--- src/rtl/mac_accelerator.sv ---
`default_nettype none
// ============================================================================
// Module      : mac_accelerator
// Description : 4x4-bit multiply-accumulate tile with a 16-bit accumulator,
//               byte-selectable output and sticky overflow status.
//               Optional build macro MAC_SATURATE_EN clamps on overflow.
// Revision    : 1.0 - initial release
// ============================================================================
module mac_accelerator #(
    parameter int ACC_W = 16
) (
    input  logic       clk,
    input  logic       rst,
    input  logic       ena,
    input  logic [7:0] ui_in,
    input  logic [7:0] uio_in,
    output logic [7:0] C,
    output logic [7:0] uio_ou,
    output logic [7:0] uio_oe
);

    localparam logic [7:0] c_uio_oe = 8'hF0;

    logic [ACC_W-1:0] r_acc;
    logic             r_ovf;
    logic             r_valid;

    logic [3:0]        w_op_a;
    logic [3:0]        w_op_b;
    logic              w_acc_en;
    logic              w_clear;
    logic              w_signed_mode;
    logic              w_byte_sel;
    logic [7:0]        w_prod_u;
    logic signed [7:0] w_prod_s;
    logic [ACC_W-1:0]  w_prod;
    logic [ACC_W:0]    w_sum;
    logic              w_ovf_u;
    logic              w_ovf_s;
    logic              w_ovf;
    logic [ACC_W-1:0]  w_next;
    logic              w_zero;
    logic              w_unused_uio;

    assign w_op_a        = ui_in[7:4];
    assign w_op_b        = ui_in[3:0];
    assign w_acc_en      = uio_in[0];
    assign w_clear       = uio_in[1];
    assign w_signed_mode = uio_in[2];
    assign w_byte_sel    = uio_in[3];
    assign w_unused_uio  = &{1'b0, uio_in[7:4]};

    assign w_prod_u = {4'b0000, w_op_a} * {4'b0000, w_op_b};
    assign w_prod_s = $signed({{4{w_op_a[3]}}, w_op_a}) * $signed({{4{w_op_b[3]}}, w_op_b});

    assign w_prod = w_signed_mode ? {{(ACC_W-8){w_prod_s[7]}}, w_prod_s}
                                  : {{(ACC_W-8){1'b0}}, w_prod_u};

    assign w_sum = {1'b0, r_acc} + {1'b0, w_prod};

    // Signed overflow: like-signed operands producing a result of the other sign.
    assign w_ovf_u = w_sum[ACC_W];
    assign w_ovf_s = (r_acc[ACC_W-1] == w_prod[ACC_W-1]) &&
                     (w_sum[ACC_W-1] != r_acc[ACC_W-1]);
    assign w_ovf   = w_signed_mode ? w_ovf_s : w_ovf_u;

`ifdef MAC_SATURATE_EN
    always_comb begin
        w_next = w_sum[ACC_W-1:0];
        if (w_ovf) begin
            if (!w_signed_mode)
                w_next = {ACC_W{1'b1}};
            else if (r_acc[ACC_W-1])
                w_next = {1'b1, {(ACC_W-1){1'b0}}};
            else
                w_next = {1'b0, {(ACC_W-1){1'b1}}};
        end
    end
`else
    assign w_next = w_sum[ACC_W-1:0];
`endif

    always_ff @(posedge clk) begin
        if (!rst) begin
            r_acc   <= '0;
            r_ovf   <= 1'b0;
            r_valid <= 1'b0;
        end else if (ena) begin
            if (w_clear) begin
                r_acc   <= '0;
                r_ovf   <= 1'b0;
                r_valid <= 1'b0;
            end else if (w_acc_en) begin
                r_acc   <= w_next;
                r_ovf   <= r_ovf | w_ovf;
                r_valid <= 1'b1;
            end else begin
                r_valid <= 1'b0;
            end
        end
    end

    assign w_zero = (r_acc == '0);
    assign C      = w_byte_sel ? r_acc[ACC_W-1:ACC_W-8] : r_acc[7:0];
    assign uio_ou = {r_valid, r_acc[ACC_W-1], w_zero, r_ovf, 4'b0000};
    assign uio_oe = c_uio_oe;

endmodule
`default_nettype wire

--- config.mk ---
export PLATFORM = sky130hd
export DESIGN_NAME = mac_accelerator
export DESIGN_NICKNAME = d
export VERILOG_FILES = /design/src/rtl/mac_accelerator.sv
export SDC_FILE = /design/constraint.sdc
export NUM_CORES = 1
export LEC_CHECK = 0
export CAP_MARGIN = 20
export CORE_UTILIZATION = 40
export CTS_BUF_LIST = sky130_fd_sc_hd__clkbuf_4 sky130_fd_sc_hd__clkbuf_8
export DETAILED_ROUTE_END_ITERATION = 8
export GPL_ROUTABILITY_DRIVEN = 0
export GPL_TIMING_DRIVEN = 0
export HOLD_SLACK_MARGIN = 0.08
export SLEW_MARGIN = 0
export SYNTH_ARGS = -nofsm -noshare
export SYNTH_HDL_FRONTEND = slang
export SYNTH_SLANG_ARGS = --single-unit
--- constraint.sdc ---
create_clock -name clk -period 13.2 [get_ports clk]
set_clock_uncertainty 0.2 [all_clocks]
set_input_delay 1.98 -clock clk [delete_from_list [all_inputs] [get_ports clk]]
set_output_delay 1.98 -clock clk [all_outputs]
set_load 0.02 [all_outputs]
==> flow_summary.yaml <==
die:
  core_sq_um: 6060
  dieWidth_microns: 82.3
  start_util: 0.426
  die-area_sq_um: 6770
  boundaryPins: 43
  die_y_microns: 82.3
  row_count: 28
cells_and_area:
  fillers: 597
  area_growth_pct: 16.9
  num-nets-final: 408
  seqCellArea_sq_um: 360
  n_antenna_cell: 0
  drive_above_1_share: 0.130
  multi_input_area_sq_um: 1980
  final_core_util: 0.498
cts:
  cts_setup_buffers: 0
  clkTransAtPathRegs_ns: 0.07
  holdBufCountCts: 0
  cts_root_buf: "clkbuf_8"
  cts-resized-gates: 0
  cts_buffers: 3
  cts_tree: "done"
  cts_sinks: 18
  htreeDepth: 1
  clk_latency_ns: 0.25
  clk_path_buf_depth: 2
timing:
  finalSetupViolCount: 0
  fin_crit_sh: 0.583
  holdWs_ns: 0.304
  drv_slew: 0
  fmaxAchievable_mhz: 130
  worst_pin_slew_ns: 0.555
  setup_tns_ns: 0
  rsz0062_at_grt: "false"
  fin_crit_ns: 7.70
  slew_headroom: 0.628
  hold_viol: 0
setup_path:
  worst-path-max-fanout: 9
  timing.rr.start: "r_acc[0]$_SDFFE_PN0P_"
  r2r_slack_ns: 10.62
  worstSetupPathType: "input port to flip-flop"
  crit_required_ns: 13.14
  rr_endpoint: "r_acc[14]$_SDFFE_PN0P_"
  r2r_cells: 10
  arrival_ns: 7.64
  end_kind: "flip-flop"
  start_kind: "input port"
power:
  leakagePower_nw: 1.43
  vdd_ir_drop_max_mv: 0.0650
  power_uw: 264
  pwr_density_cell_nw_per_um2: 87.5
drt:
  dr_total_vias: 2065
  drc: 0
  drtPass1Iterations: 4
  avgViaCountPerCell: 5.00
  antenna_left: 0
  routed_wl_microns: 5490
  drtIter0Drc: 53
  wl_per_cell_microns: 13.3
grt:
  grt_antenna_before_repair: 0
  grt_pass1_wl_microns: 9290
  track_usage: 0.181
  grt_pass1_vias: 1958
  grt-ovfl-total: 0
  grt_max_degree: 11
yosys:
  syn_area_per_cell_sq_um: 8.63
  synth_seq_area_share: 0.140
  synth_area_sq_um: 2580
  ys.flop_type: "dfxtp_1"
  yosysUniqueCellTypes: 54
  netlist_instances: 299
  synth_edf_count: 0
  yosys_register_bits: 18
  yosys_warnings: 0
  async_flop_share: 0
min_path:
  holdCritStartpoint: "r_acc[12]$_SDFFE_PN0P_"
  hold_path_class: "flip-flop to flip-flop"
  hold_end: "r_acc[12]$_SDFFE_PN0P_"
  holdPathStages: 2
placed_design:
  io_buffer_count: 25
  hpwl_microns: 4590
job:
  cap_violations: 0
status:
  status: "complete, no violations"
-- stage by stage --
step / instances / setup slack [ns] / cell area (sq um)
6_report: 413 / 5.50 / 3020
5_1_grt: 413 / 5.17 / 3020
4_1_cts: 413 / 5.48 / 3020
3_5_place_dp: 409 / 5.19 / 2960
3_3_place_gp: 409 / 5.17 / 2960
2_1_floorplan: 309 / 6.18 / 2620
-- metal layers --
metal  wire (microns)  global-route usage  share of wire
met5                0                   0              0
met4               47              0.0368         0.0086
met3              137              0.0264          0.025
met2             2420               0.273           0.44
met1             2890               0.270           0.53
-- worst max path at each step --
stage                                        end  slack, ns  depth (start not counted)      from
after floorplan           r_acc[13]$_SDFFE_PN0P_       6.18                         21  ui_in[3]
after global placement        r_ovf$_SDFFE_PN0P_       5.17                         23  ui_in[3]
after detailed placement  r_acc[15]$_SDFFE_PN0P_       5.19                         23  ui_in[3]
after CTS                 r_acc[15]$_SDFFE_PN0P_       5.48                         23  ui_in[3]
after global routing          r_ovf$_SDFFE_PN0P_       5.17                         23  ui_in[3]
final                     r_acc[15]$_SDFFE_PN0P_       5.50                         23  ui_in[3]
-- registers in the layout, summed over array words and instances (netlist names) --
name	flops
r_acc	16
r_ovf	1
r_valid	1
-- where the power goes --
group	total [mW]	switching, mW	internal (mW)
sequential	0.0602	0.00329	0.0569
combinational	0.158	0.0847	0.0730
clock	0.0461	0.0196	0.0265
-- logic make-up (layout without fill, tap and decap cells) --
family	Yosys count	after routing	synth area share
other	2	12	0.00291
multiplexers	8	8	0.0344
XOR/XNOR	22	22	0.0747
buffers and inverters	53	82	0.107
AND/OR/NAND/NOR	74	74	0.155
AO/OA/AOI/OAI	72	72	0.203
adder cells (fa/ha/maj)	50	50	0.283
flip-flops	18	18	0.140
-- worst max-delay path, cell delays in order --
cell             delay [ns]
clkdlybuf4s50_1        0.49
inv_1                  0.19
nor2_1                 0.09
fa_1                   0.53
inv_1                  0.05
fa_1                   0.47
fa_1                   0.51
inv_1                  0.04
ha_1                   0.22
fa_1                   0.41
a21o_1                 0.20
a21oi_1                0.16
xnor2_1                0.12
and2_1                 0.38
o21bai_1               0.18
ha_1                   0.28
a21o_1                 0.23
a221o_1                0.35
a31oi_4                0.21
o21ai_2                0.13
o21ai_2                0.13
and3_2                 0.19
o31ai_2                0.06
-- synthesized netlist by cell type, types with 6 or more instances --
library cell   n  share of area
o21ai_0       12          0.023
nand2_1       25          0.036
xor2_1        11          0.037
a21oi_1       16          0.031
and2_1        14          0.034
fa_1          14           0.11
ha_1          36           0.17
xnor2_1       11          0.037
inv_1         29          0.042
dfxtp_1       18           0.14
a22oi_1        6          0.017
mux2_2         7          0.031
buf_4         16          0.047
nor2b_1        9          0.022
a21o_1         7          0.020
-- area by class of cell --
| class | instances | area share |
|---|---|---|
| multi-input combinational | 238 | 0.657 |
| sequential | 18 | 0.119 |
| timing repair buffer | 25 | 0.0830 |
| buffer | 24 | 0.0556 |
| inverter | 29 | 0.0361 |
| tap | 75 | 0.0311 |
| clock buffer | 4 | 0.0182 |
-- placed cells by master, fill, tap and decap left out, types with 4 or more instances in the layout --
master           count
ha_1                36
inv_1               29
nand2_1             25
clkdlybuf4s50_1     25
dfxtp_1             18
a21oi_1             16
buf_4               16
and2_1              14
fa_1                14
o21ai_0             12
conb_1              12
xor2_1              11
xnor2_1             11
nor2b_1              9
a21o_1               7
mux2_2               7
a22oi_1              6
nor2_1               5
clkbuf_1             5
o21bai_1             5
nor4_1               5
o21ai_1              4
clkbuf_8             4
No activity file was read; power rests on OpenSTA's default activity.
